`src/rtl/prog_loader.sv`:
```
// rtl/prog_loader.sv - framed byte-stream boot loader driving the CPU programming port
//
// Receives a framed image over a valid/ready byte interface:
//   4-byte length header (MSB first), len data words (MSB byte first), 4-byte XOR checksum.
// Each data word is written to instruction memory at BASE_ADDR + 4*index through the
// CPU programming port. prog_en stays high for the whole session so the CPU PC stays parked.
//
// Ports:
//   clk, reset        clock and synchronous active-high reset
//   rx_data[7:0]      incoming byte
//   rx_valid          rx_data valid
//   rx_ready          loader accepts a byte (low only in DONE/ERR)
//   restart           one-cycle pulse; DONE/ERR -> IDLE
//   prog_en           programming session active (HDR/LOAD/CHK)
//   inst_addr[31:0]   programming write address
//   prog_instruction  programming write data
//   busy              session in progress
//   done              image loaded and checksum matched (held until restart/reset)
//   error             bad length or checksum mismatch (held until restart/reset)
//   words_loaded      data words written this session

module prog_loader #(
    parameter logic [31:0] BASE_ADDR = 32'h0,
    parameter int unsigned MAX_WORDS = 1024
) (
    input  logic        clk,
    input  logic        reset,
    input  logic [7:0]  rx_data,
    input  logic        rx_valid,
    output logic        rx_ready,
    input  logic        restart,
    output logic        prog_en,
    output logic [31:0] inst_addr,
    output logic [31:0] prog_instruction,
    output logic        busy,
    output logic        done,
    output logic        error,
    output logic [15:0] words_loaded
);

    typedef enum logic [2:0] {
        S_IDLE,
        S_HDR,
        S_LOAD,
        S_CHK,
        S_DONE,
        S_ERR
    } state_t;

    localparam logic [31:0] MAX_LEN = 32'(MAX_WORDS);

    state_t      state_q, state_d;
    logic [1:0]  cnt_q, cnt_d;
    // Only the three most recent bytes need storing; the fourth is taken
    // straight from rx_data on the cycle the word completes.
    logic [23:0] asm_q, asm_d;
    logic [15:0] len_q, len_d;
    logic [31:0] chk_q, chk_d;
    logic [31:0] addr_q, addr_d;
    logic [31:0] data_q, data_d;
    logic [15:0] wl_q, wl_d;

    logic        accept;
    logic        word_done;
    logic [31:0] word;

    assign accept    = rx_valid && rx_ready;
    assign word_done = accept && (cnt_q == 2'd3);
    assign word      = {asm_q, rx_data};

    always_comb begin
        state_d = state_q;
        cnt_d   = cnt_q;
        asm_d   = asm_q;
        len_d   = len_q;
        chk_d   = chk_q;
        addr_d  = addr_q;
        data_d  = data_q;
        wl_d    = wl_q;

        if (accept) begin
            asm_d = {asm_q[15:0], rx_data};
            cnt_d = cnt_q + 2'd1;
        end

        case (state_q)
            S_IDLE: begin
                if (accept) begin
                    state_d = S_HDR;
                end
            end
            S_HDR: begin
                if (word_done) begin
                    if ((word == 32'd0) || (word > MAX_LEN)) begin
                        state_d = S_ERR;
                    end else begin
                        len_d   = word[15:0];
                        wl_d    = 16'd0;
                        chk_d   = 32'd0;
                        state_d = S_LOAD;
                    end
                end
            end
            S_LOAD: begin
                if (word_done) begin
                    data_d = word;
                    addr_d = BASE_ADDR + {14'd0, wl_q, 2'b00};
                    chk_d  = chk_q ^ word;
                    wl_d   = wl_q + 16'd1;
                    if ((wl_q + 16'd1) == len_q) begin
                        state_d = S_CHK;
                    end
                end
            end
            S_CHK: begin
                if (word_done) begin
                    state_d = (word == chk_q) ? S_DONE : S_ERR;
                end
            end
            S_DONE, S_ERR: begin
                if (restart) begin
                    state_d = S_IDLE;
                    cnt_d   = 2'd0;
                    asm_d   = 24'd0;
                    chk_d   = 32'd0;
                    wl_d    = 16'd0;
                    addr_d  = BASE_ADDR;
                    data_d  = 32'd0;
                end
            end
            default: begin
                state_d = S_IDLE;
            end
        endcase
    end

    always_ff @(posedge clk) begin
        if (reset) begin
            state_q <= S_IDLE;
            cnt_q   <= 2'd0;
            asm_q   <= 24'd0;
            len_q   <= 16'd0;
            chk_q   <= 32'd0;
            addr_q  <= BASE_ADDR;
            data_q  <= 32'd0;
            wl_q    <= 16'd0;
        end else begin
            state_q <= state_d;
            cnt_q   <= cnt_d;
            asm_q   <= asm_d;
            len_q   <= len_d;
            chk_q   <= chk_d;
            addr_q  <= addr_d;
            data_q  <= data_d;
            wl_q    <= wl_d;
        end
    end

    assign rx_ready         = (state_q != S_DONE) && (state_q != S_ERR);
    assign busy             = (state_q == S_HDR) || (state_q == S_LOAD) || (state_q == S_CHK);
    assign prog_en          = busy;
    assign done             = (state_q == S_DONE);
    assign error            = (state_q == S_ERR);
    assign inst_addr        = addr_q;
    assign prog_instruction = data_q;
    assign words_loaded     = wl_q;

endmodule

```
`config.mk`:
```
export PLATFORM = sky130hd
export DESIGN_NAME = prog_loader
export DESIGN_NICKNAME = d
export VERILOG_FILES = /design/src/rtl/prog_loader.sv
export SDC_FILE = /design/constraint.sdc
export NUM_CORES = 1
export LEC_CHECK = 0
export CORE_UTILIZATION = 35
export DETAILED_ROUTE_END_ITERATION = 16
export PLACE_DENSITY = 0.69
export SLEW_MARGIN = 5
export SYNTH_ARGS = -nofsm -noshare
export SYNTH_HDL_FRONTEND = slang
export SYNTH_SLANG_ARGS = --single-unit
```
`constraint.sdc`:
```
create_clock -name clk -period 2.7 [get_ports clk]
set_input_delay 0.54 -clock clk [delete_from_list [all_inputs] [get_ports clk]]
set_output_delay 0.54 -clock clk [all_outputs]
set_load 0.02 [all_outputs]
```
Word-level counts from Yosys, hierarchy flattened
Cells that the tools add are included.
Widths: inputs -> output; s select.
{ "word_totals": {"regBits": 157, "inputBits": 12, "out_inout_bits": 85, "word_cells": 74} }
{ "classes": {"add_sub_neg": 2, "magnitude_cmp": 1, "eq_ne": 17, "mux": 29, "bitwise_logic": 2, "reduce_logical": 15} }
{ "op_table": {"columns": ["cell", "count"], "rows": [
  ["$mux 32", 6],
  ["$pmux 32 s2", 2],
  ["$pmux 32 s3", 1],
  ["$mux 24", 3],
  ["$mux 16", 4],
  ["$pmux 16 s3", 1],
  ["$eq 32x32->1", 1],
  ["$gt 32x11->1 const B", 1],
  ["$logic_not 32->1", 1],
  ["$xor 32x32->32", 1],
  ["$mux 3", 7],
  ["$add 16x1->16 const B", 1],
  ["$eq 16x16->1", 1],
  ["$pmux 3 s5", 1],
  ["$ne 2x2->1 const B", 7],
  ["$eq 3x2->1 const B", 2],
  ["$eq 3x3->1 const B", 2],
  ["$mux 2", 3],
  ["$ne 3x3->1 const B", 2],
  ["$reduce_and 3->1", 2],
  ["$reduce_and 6->1", 1],
  ["$reduce_and 5->1", 1],
  ["$eq 3x1->1 const B", 1],
  ["$logic_and 1x1->1", 3],
  ["other kinds (9)", 11]
]} }

Longest topological paths before layout
Gate-level depths: netlist of the first run.
{ "depth": {"word_depth": 6, "ltp_mapped": 10, "mapped_depth_nobuf": 7} }

Worst setup path after synthesis of the first run
Ideal clock, no wire load.
{ "synth_timing": {"kind": "input to register", "start": "in rx_data[7]", "end": "reg len_q[1]", "setup_time_ps": 124, "t_arrival_ps": 2505, "required_time_ps": 2576, "setup_slack_ps": 70, "path_stages": 9, "n_path_buf": 3, "path_cell_list": "buf_6 or4_1 o31a_1 nor4_4 and4_1 buf_6 buf_12 mux2i_1 nor2_1"} }
{ "synth_via": {"elab_chain_len": 4, "elab_cells_between_ends": 5, "classes_between": "order compare (1); bitwise (1); reduce/logical (3)"} }
{ "synth_rtl": {"columns": ["item", "line_no", "rtl"], "rows": [
  ["start, declared", "28", "input logic [7:0] rx_data,"],
  ["$gt 32x11->1 or $logic_not 32->1 (tied branches)", "94", "if ((word == 32'd0) || (word > MAX_LEN)) begin"],
  ["$logic_or 1x1->1 *", "94", null],
  ["$not 1->1 (no source line) *", null, null],
  ["$reduce_and 3->1 (no source line) *", null, null],
  ["end signal, assigned", "151", "len_q <= len_d;"],
  ["end, declared", "57", "logic [15:0] len_q, len_d;"]
]} }
Mark *: on every way between the ends. The rest lies on a longest branch, timed or not.
A chain may end at the register's enable or synchronous reset.

Final worst setup path of the first run
{ "layout_timing": {"start": "in rx_data[0]", "end": "reg chk_q[11]"} }
{ "layout_via": {"elab_chain_len": 4, "elab_cells_between_ends": 5, "classes_between": "order compare (1); eq/ne (1); reduce/logical (3)"} }
{ "layout_rtl": {"columns": ["item", "line_no", "rtl"], "rows": [
  ["$gt 32x11->1 or $logic_not 32->1 (tied branches)", "94", null],
  ["$logic_or 1x1->1 *", "94", null],
  ["$ne 2x2->1 (no source line) *", null, null],
  ["$reduce_and 5->1 (no source line) *", null, null],
  ["end signal, assigned", "152", "chk_q <= chk_d;"],
  ["end, declared", "58", "logic [31:0] chk_q, chk_d;"]
]} }
Marks and branches as above.

==> impl_metrics.ini, run 1 <==
[status]
outcome = finished with violations
violations = design-rule violations

[floorplanning]
start_util = 0.361
die_area_mm2 = 0.0194
die_y_um = 139
core_area_mm2 = 0.0182
die_width_um = 139
fp-row-count = 49
pin_count = 97

[drt]
vias_per_cell = 5.47
drtPass1Iterations = 13
ant_nets = 0
finalWirelength_um = 18900
wire_per_inst_um = 17.7
first_iter_violations = 576
drc_errors = 4
vias = 5834

[clock_network]
ctsHoldBuffers = 0
clk_path_buf_depth = 2
cts-root-buf = clkbuf_16
clkSinkCount = 141
path_clk_slew_ns = 0.06
insertion_delay_ns = 0.43
cts-htree-levels = 4
numCtsBuffers = 17
cts_tree = done

[placed_design]
placed_cells = 1034
placed_area_mm2 = 0.00772
io_buffers = 80
place.gp.congestion = 0.854
hpwl_um = 12900

[grt]
grt_start_max_net_pins = 38
grt_pass1_vias = 5336
grt_pass1_wl_um = 30000
grt_antenna_before_repair = 0
overflow = 0
track_usage = 0.199

[final_layout]
fin_cells = 1067
drive_gt1_frac = 0.115
layout_common_cells = dfxtp_1 (141), clkdlybuf4s50_1 (76), nand2_1 (70), a21oi_1 (70), buf_4 (49)
syn_to_final_growth_pct = 26.9
final_common_cell = dfxtp_1
final_area_mm2 = 0.00835
final_nets = 839
fillCellCount = 1719
diodes = 0

[sta]
min_period_ns = 2.63
rsz0062_at_grt = no
finalHoldViolCount = 0
period_share = 0.972
max_slew.worst_pin.slew_ns = 0.719
setup_viol = 0
clock_skew_ns = 0.0111
slew_headroom = 0.521
drv_slew = 0
max_clock_freq_ghz = 0.381
final.setup.tns_ns = 0

[pwr]
power.density_mw_per_mm2 = 576
power_mw = 4.81
p_leak_nw = 2.95
peakVddDrop_v = 0.000436

[hold_path]
hold_class = register to register

[synth]
synthDistinctLibCells = 58
ys_warn_count = 0
synth_area_leaders = dfxtp_1 (43%), a22o_1 (6.4%), a21oi_1 (5.3%)
synth_top_area_share = 0.429
syn_area_per_cell_um2 = 8.86
synth-async-reset-ratio = 0
synth.ff_latch_count = 141
synth_seq_area_share = 0.429
synth_top_area_cell = dfxtp_1
synthCells = 743
synth_area_mm2 = 0.00658
synth_flop_cell = dfxtp_1
synth_edf_count = 0

[worst_setup_path]
setup.worst_path.start_class = input port
critPathKind = input port to register
crit_arrival_ns = 2.90
max_stage_delay_ns = 0.54
cp-end-kind = register
crit_path_top_delay_cell = or4_4
cp_data_required_time_ns = 2.97
path_cells = clkdlybuf4s50_1, or4_4, o31a_1, nor4_4, a21oi_2, o21ai_4, buf_12, a211oi_1
crit_fanout = 32
crit_buf_inv = 2
cp_top_family = simple AND/OR/NAND/NOR gates

[run]
maxCapViolCount = 0
final timing paths:
kind	from	end	slack (ns)	depth (start not counted)
max	rx_data[0]	chk_q[11]	0.07	8
min	prog_instruction[26]	prog_instruction[26]	0.47	1
max reg2reg	asm_q[0]	chk_q[11]	0.32	7
min reg2reg	prog_instruction[26]	prog_instruction[26]	0.47	1
stage by stage:
step	hold WS, ns	utilization	setup WS (ns)
floorplan	0.440	-	0.0703
global placement	0.448	0.424	-0.386
detailed placement	0.454	0.424	-0.430
CTS	0.472	0.457	0.0177
global route	0.485	0.459	0.0100
finish	0.469	0.459	0.0743
cell usage after synthesis (2+ instances only):
library cell and count:
dfxtp_1 141, a21oi_1 70, nand2_1 70, a22o_1 48, clkbuf_1 46, nor2_1 42
a211oi_1 38, xnor2_1 26, nand2b_1 21, inv_1 19, buf_4 18, o22a_1 18
nor2b_1 17, nor4_1 16, mux2i_1 12, nand3_1 10, nor3_1 10, o21ai_0 9
and2_1 8, buf_2 7, buf_6 7, xor2_1 7, a2111o_1 6, o2111ai_1 6
nand4_1 5, or4_1 5, a221oi_1 4, a31oi_1 4, buf_1 4, o21a_1 4
and4_1 3, o21ai_1 3, o221ai_1 3, o311ai_0 3, o31a_1 3, a2bb2oi_1 2
a41oi_1 2, and3_1 2, ha_1 2, nand4b_1 2, nor4b_1 2, or3_1 2
flip-flops by register name, summed over array words and instances (netlist names):
| signal | flops |
|---|---|
| len_q | 16 |
| inst_addr | 16 |
| cnt_q | 2 |
| state_q | 3 |
| words_loaded | 16 |
| asm_q | 24 |
| chk_q | 32 |
| prog_instruction | 32 |
routing by layer:
layer | share of wire | track usage | wire, um | up-vias
li1 | - | - | - | 2822
met1 | 0.48 | 0.275 | 9070 | 2819
met2 | 0.45 | 0.306 | 8470 | 177
met3 | 0.058 | 0.0456 | 1090 | 16
met4 | 0.013 | 0.0596 | 241 | 0
met5 | 0 | 0 | 0 | -
cell type report:
cell class,instances,area (um2),share of cell area
Clock buffer,19,443,0.0530
Clock inverter,13,165,0.0198
Inverter,19,71.3,0.00854
Multi-Input combinational cell,513,3310,0.396
Sequential cell,141,2820,0.338
Tap cell,229,287,0.0343
Timing Repair Buffer,133,1250,0.150
power by group:
group	switching, mW	total (mW)	internal [mW]
Sequential	0.0262	2.12	2.10
Combinational	0.172	0.267	0.0947
Clock	0.940	2.42	1.48
cells by family after synthesis:
family | share of synthesized area
DFF | 0.429
buffers and inverters | 0.0831
and+or+nand+nor | 0.169
adders and majority gates | 0.00380
AOI/OAI and AO/OA | 0.252
muxes | 0.0183
other | 0.000570
xor gates and xnor gates | 0.0439
repair_timing:
item,in CTS,in global routing
resized for setup,0,6
buffers inserted,0,1
setup endpoints to repair,0,54
No activity file was read; power rests on OpenSTA's default activity.
==> inputs of run 2 (changes only) <==
HOLD_SLACK_MARGIN = 0.08   (was default)
SKIP_CTS_REPAIR_TIMING = 1   (was default)
==> results of run 2 <==
The final DEF is identical to that of run 1; final timing and power are the same.
==> patch 1, RTL diff (flow settings as in run 2) <==
Re-encode `state_t` (6 states) as Gray code, 3 bits wide.
--- a/src/rtl/prog_loader.sv
+++ b/src/rtl/prog_loader.sv
@@ -39,12 +39,12 @@
 );
 
     typedef enum logic [2:0] {
-        S_IDLE,
-        S_HDR,
-        S_LOAD,
-        S_CHK,
-        S_DONE,
-        S_ERR
+        S_IDLE = 3'b000,
+        S_HDR  = 3'b001,
+        S_LOAD = 3'b011,
+        S_CHK  = 3'b010,
+        S_DONE = 3'b110,
+        S_ERR  = 3'b111
     } state_t;
 
     localparam logic [31:0] MAX_LEN = 32'(MAX_WORDS);
Function: same outputs for any inputs over 4 cycles, from zero or initial values and one cycle with reset high; so few cycles prove little.
==> patch 1 against run 2 <==
Worst hold slack lost 5.8 ps; synthesized area rose by 0.97%; routed wire length rose by 0.30%; sequential cell count unchanged; final area shrank 0.12%; worst setup slack better by 9.8 ps; cell count up 7.3%; first-iteration DRC count is 2.3% lower; power increased by 8.3%; largest power group unchanged; highest routed layer unchanged.
==> patch 1: results (changes against run 2) <==
INFO  metric outcome = completed
INFO  metric grt.met2_usage = 0.336 (+0.0290)
INFO  metric synth_seq_area_share = 0.425 (-0.00412)
INFO  metric path_delay_family = buffers and inverters
INFO  metric final.fill_count = 1,833 (+6.6%)
INFO  metric timing.hold.worst_path_depth = 2 (+1)
INFO  metric dr_total_vias = 6,131 (+5.1%)
INFO  metric whs_endpoint = cnt_q[1]
INFO  metric syn_area_per_cell = 8.00 um2 (-9.7%)
INFO  metric critical-path-slowest-cell = clkdlybuf4s50_1
INFO  metric dpl.cell_count = 1,115 (+7.8%)
INFO  metric max_slew_margin = 0.510 (-0.0111)
INFO  metric total_leakage_power = 2.93 nW (-0.70%)
INFO  metric timing.critical_path.slowest_cell_delay = 620 ps (+80 ps)
INFO  metric wl_met1 = 8180 um (-9.8%)
INFO  metric met2_wirelength = 9230 um (+9.0%)
INFO  metric synth_compound_gate_area_share = 0.174 (-0.0781)
INFO  metric critical_path_arrival = 2080 ps (-820 ps)
INFO  metric groute.usage.overall = 0.197 (-0.00131)
INFO  metric endpoint = done
INFO  metric first_global_vias = 5,691 (+6.7%)
INFO  metric timing.reg2reg.worst_path_depth = 8 (+1)
INFO  metric gp_congestion = 0.839 (-1.8%)
INFO  metric grt_start_max_net_pins = 69 (+82%)
INFO  metric fraction_of_synthesized_area_in_multiplexers = 0.0217 (+0.00340)
INFO  metric irDropWorstVdd = 0.594 mV (+36%)
INFO  metric dr.first_iter.drc_count = 563 (-2.3%)
INFO  metric min_from = cnt_q[1]
INFO  metric launch_point_of_the_worst_path = state_q[2]
INFO  metric wire_length_per_cell_after_detailed_routing = 16.5 um (-6.5%)
INFO  metric drt_wl_total = 18,900 um (+0.30%)
INFO  metric critPathMaxFanout = 14 (-56%)
INFO  metric holdWs = 463 ps (-5.81 ps)
INFO  metric regToRegEndpoint = state_q[0]
INFO  metric detailedPlacementHpwl = 12,700 um (-1.3%)
INFO  metric library_cells_used_by_synthesis = 57 (-1.7%)
==> patch 1: changes by cell type in the layout (fill, tap and decap cells not counted), moves of 19 or more <==
cell / delta
nor2_1: +65
a211oi_1: -37
a21oi_1: +23
a22o_1: -47
nor3_1: +27
o21ai_0: +41
nand3_1: +19
a22oi_1: +32
==> patch 1: cell type report <==
class	count	area share
flip-flops and latches	141	0.338
repair buffers	129	0.144
clock buffers	21	0.0552
inverters	13	0.00585
clock inverters	9	0.0192
well taps	234	0.0351
multi-input cells	598	0.402
==> patch 1: metrics by stage <==
step	worst slack [ps]	power [mW]	utilization	setup TNS (ps)
after floorplan	406	2.57	-	0
after global placement	26.8	2.75	0.414	0
after detailed placement	-64.7	2.76	0.414	-893
after CTS	70.3	5.23	0.447	0
after global routing	10.4	5.39	0.447	0
final	84.1	5.21	0.447	0
==> patch 1: power breakdown <==
part           internal, mW  switching [mW]  total, mW
sequential             2.12          0.0824       2.20
clock                  1.59           0.898       2.49
combinational         0.203           0.320      0.523
==> patch 2, RTL diff (flow settings as in run 2) <==
Made on the original files. The parameter `MAX_WORDS` goes from 1024 to 512.
--- a/src/rtl/prog_loader.sv
+++ b/src/rtl/prog_loader.sv
@@ -21,7 +21,7 @@
 
 module prog_loader #(
     parameter logic [31:0] BASE_ADDR = 32'h0,
-    parameter int unsigned MAX_WORDS = 1024
+    parameter int unsigned MAX_WORDS = 512
 ) (
     input  logic        clk,
     input  logic        reset,
Formal check against the unedited RTL: not equivalent (a bounded check fails within 10 cycles, from zero or initial values and one cycle with reset high).
==> patch 2 against run 2 <==
Worst hold slack got worse by 4.2 ps; routed wire length increased by 2.3%; power decreased by 2.6%; final area increased by 1.5%; clock power decreased by 5%; die area increased by 2.8%; register-to-register slack improved by 30 ps; count of clock-buffer cells in the layout decreased by 2; worst setup slack improved by 71 ps; synthesized area increased by 2.8%; via count increased by 11%; sequential cell count unchanged.
==> patch 2: results (changes against run 2) <==
INFO  metric clockNetworkAreaShare = 0.0681 (-0.00475)
INFO  metric power_drawn_by_the_combinational_cells = 0.243 mW (-9.0%)
INFO  metric total_leakage_power = 2.96 nW (+0.46%)
INFO  metric sh_seq_area = 0.333 (-0.00489)
INFO  metric fraction_of_synthesized_area_in_multiplexers = 0.0215 (+0.00320)
INFO  metric dr.first_iter.drc_count = 625 (+8.5%)
INFO  metric use_met1 = 0.262 (-0.0130)
INFO  metric dr_total_vias = 6,451 (+11%)
INFO  metric first_global_vias = 5,912 (+11%)
INFO  metric timing.hold.worst_path_depth = 2 (+1)
INFO  metric net-switching-power = 1.20 mW (+5.8%)
INFO  metric fin_nets = 970 (+16%)
INFO  metric min_from = inst_addr[7]
INFO  metric synth_largest_type_area_fraction = 0.417 (-0.0117)
INFO  metric nonClkBufAreaFrac = 0.139 (-0.0110)
INFO  metric drive_above_1_share = 0.0960 (-0.0186)
INFO  metric synth_compound_gate_area_share = 0.149 (-0.103)
INFO  metric fp-row-count = 50 (+2.0%)
INFO  metric post_dp_cell_area = 7900 um2 (+2.3%)
INFO  metric actual_transition_at_the_worst_max_transition_pin = 580 ps (-139 ps)
INFO  metric grt.met2_usage = 0.320 (+0.0132)
INFO  metric synth_seq_area_share = 0.417 (-0.0117)
INFO  metric outcome = completed
INFO  metric critical_path_arrival = 2020 ps (-880 ps)
INFO  metric fraction_of_area_in_multi_input_gates = 0.410 (+0.0132)
INFO  metric gp_congestion = 0.874 (+2.3%)
INFO  metric groute.usage.overall = 0.200 (+0.00106)
INFO  metric detailedPlacementHpwl = 13,100 um (+1.4%)
INFO  metric met3WireLength = 1330 um (+23%)
INFO  metric grt_pass1_wl = 31,100 um (+3.7%)
INFO  metric numSequentialCells = 141 (unchanged)
INFO  metric nonClockBufferCount = 122 (-8.3%)
INFO  metric library_cells_used_by_synthesis = 53 (-8.6%)
INFO  metric layout.comb_gates.multi_input = 647 (+26%)
INFO  metric ys_top_cells_by_area = dfxtp_1 42%, a21oi_1 7.8%, nand2_1 5.9%
INFO  metric layout.clock_buffers = 17 (-2)
INFO  metric regToRegEndpoint = state_q[0]
## patch 2: worst max-delay path by stage
| stage | start | end | slack, ps | cells after the start |
|---|---|---|---|---|
| after CTS | state_q[2] | done | 130 | 3 |
| after detailed placement | rx_data[6] | chk_q[21] | -130 | 9 |
| final | state_q[2] | done | 140 | 3 |
| after floorplan | rx_data[6] | chk_q[16] | 470 | 10 |
| after global routing | words_loaded[1] | state_q[0] | 60 | 8 |
| after global placement | rx_data[0] | len_q[7] | -60 | 10 |
## patch 2: stage by stage
stage               setup TNS [ps]  total power, mW   util  std cells
floorplan                        0             2.33      -        902
global placement              -841             2.42  0.419       1197
detailed placement           -2180             2.42  0.419       1197
CTS                              0             4.71  0.450       1229
global route                     0             4.83  0.450       1229
finish                           0             4.69  0.450       1229
## patch 2: critical path, cell delays in order (launching register included)
cell and delay, ps:
dfxtp_1 540, nand2b_1 270, nor2_1 160, clkdlybuf4s50_1 620
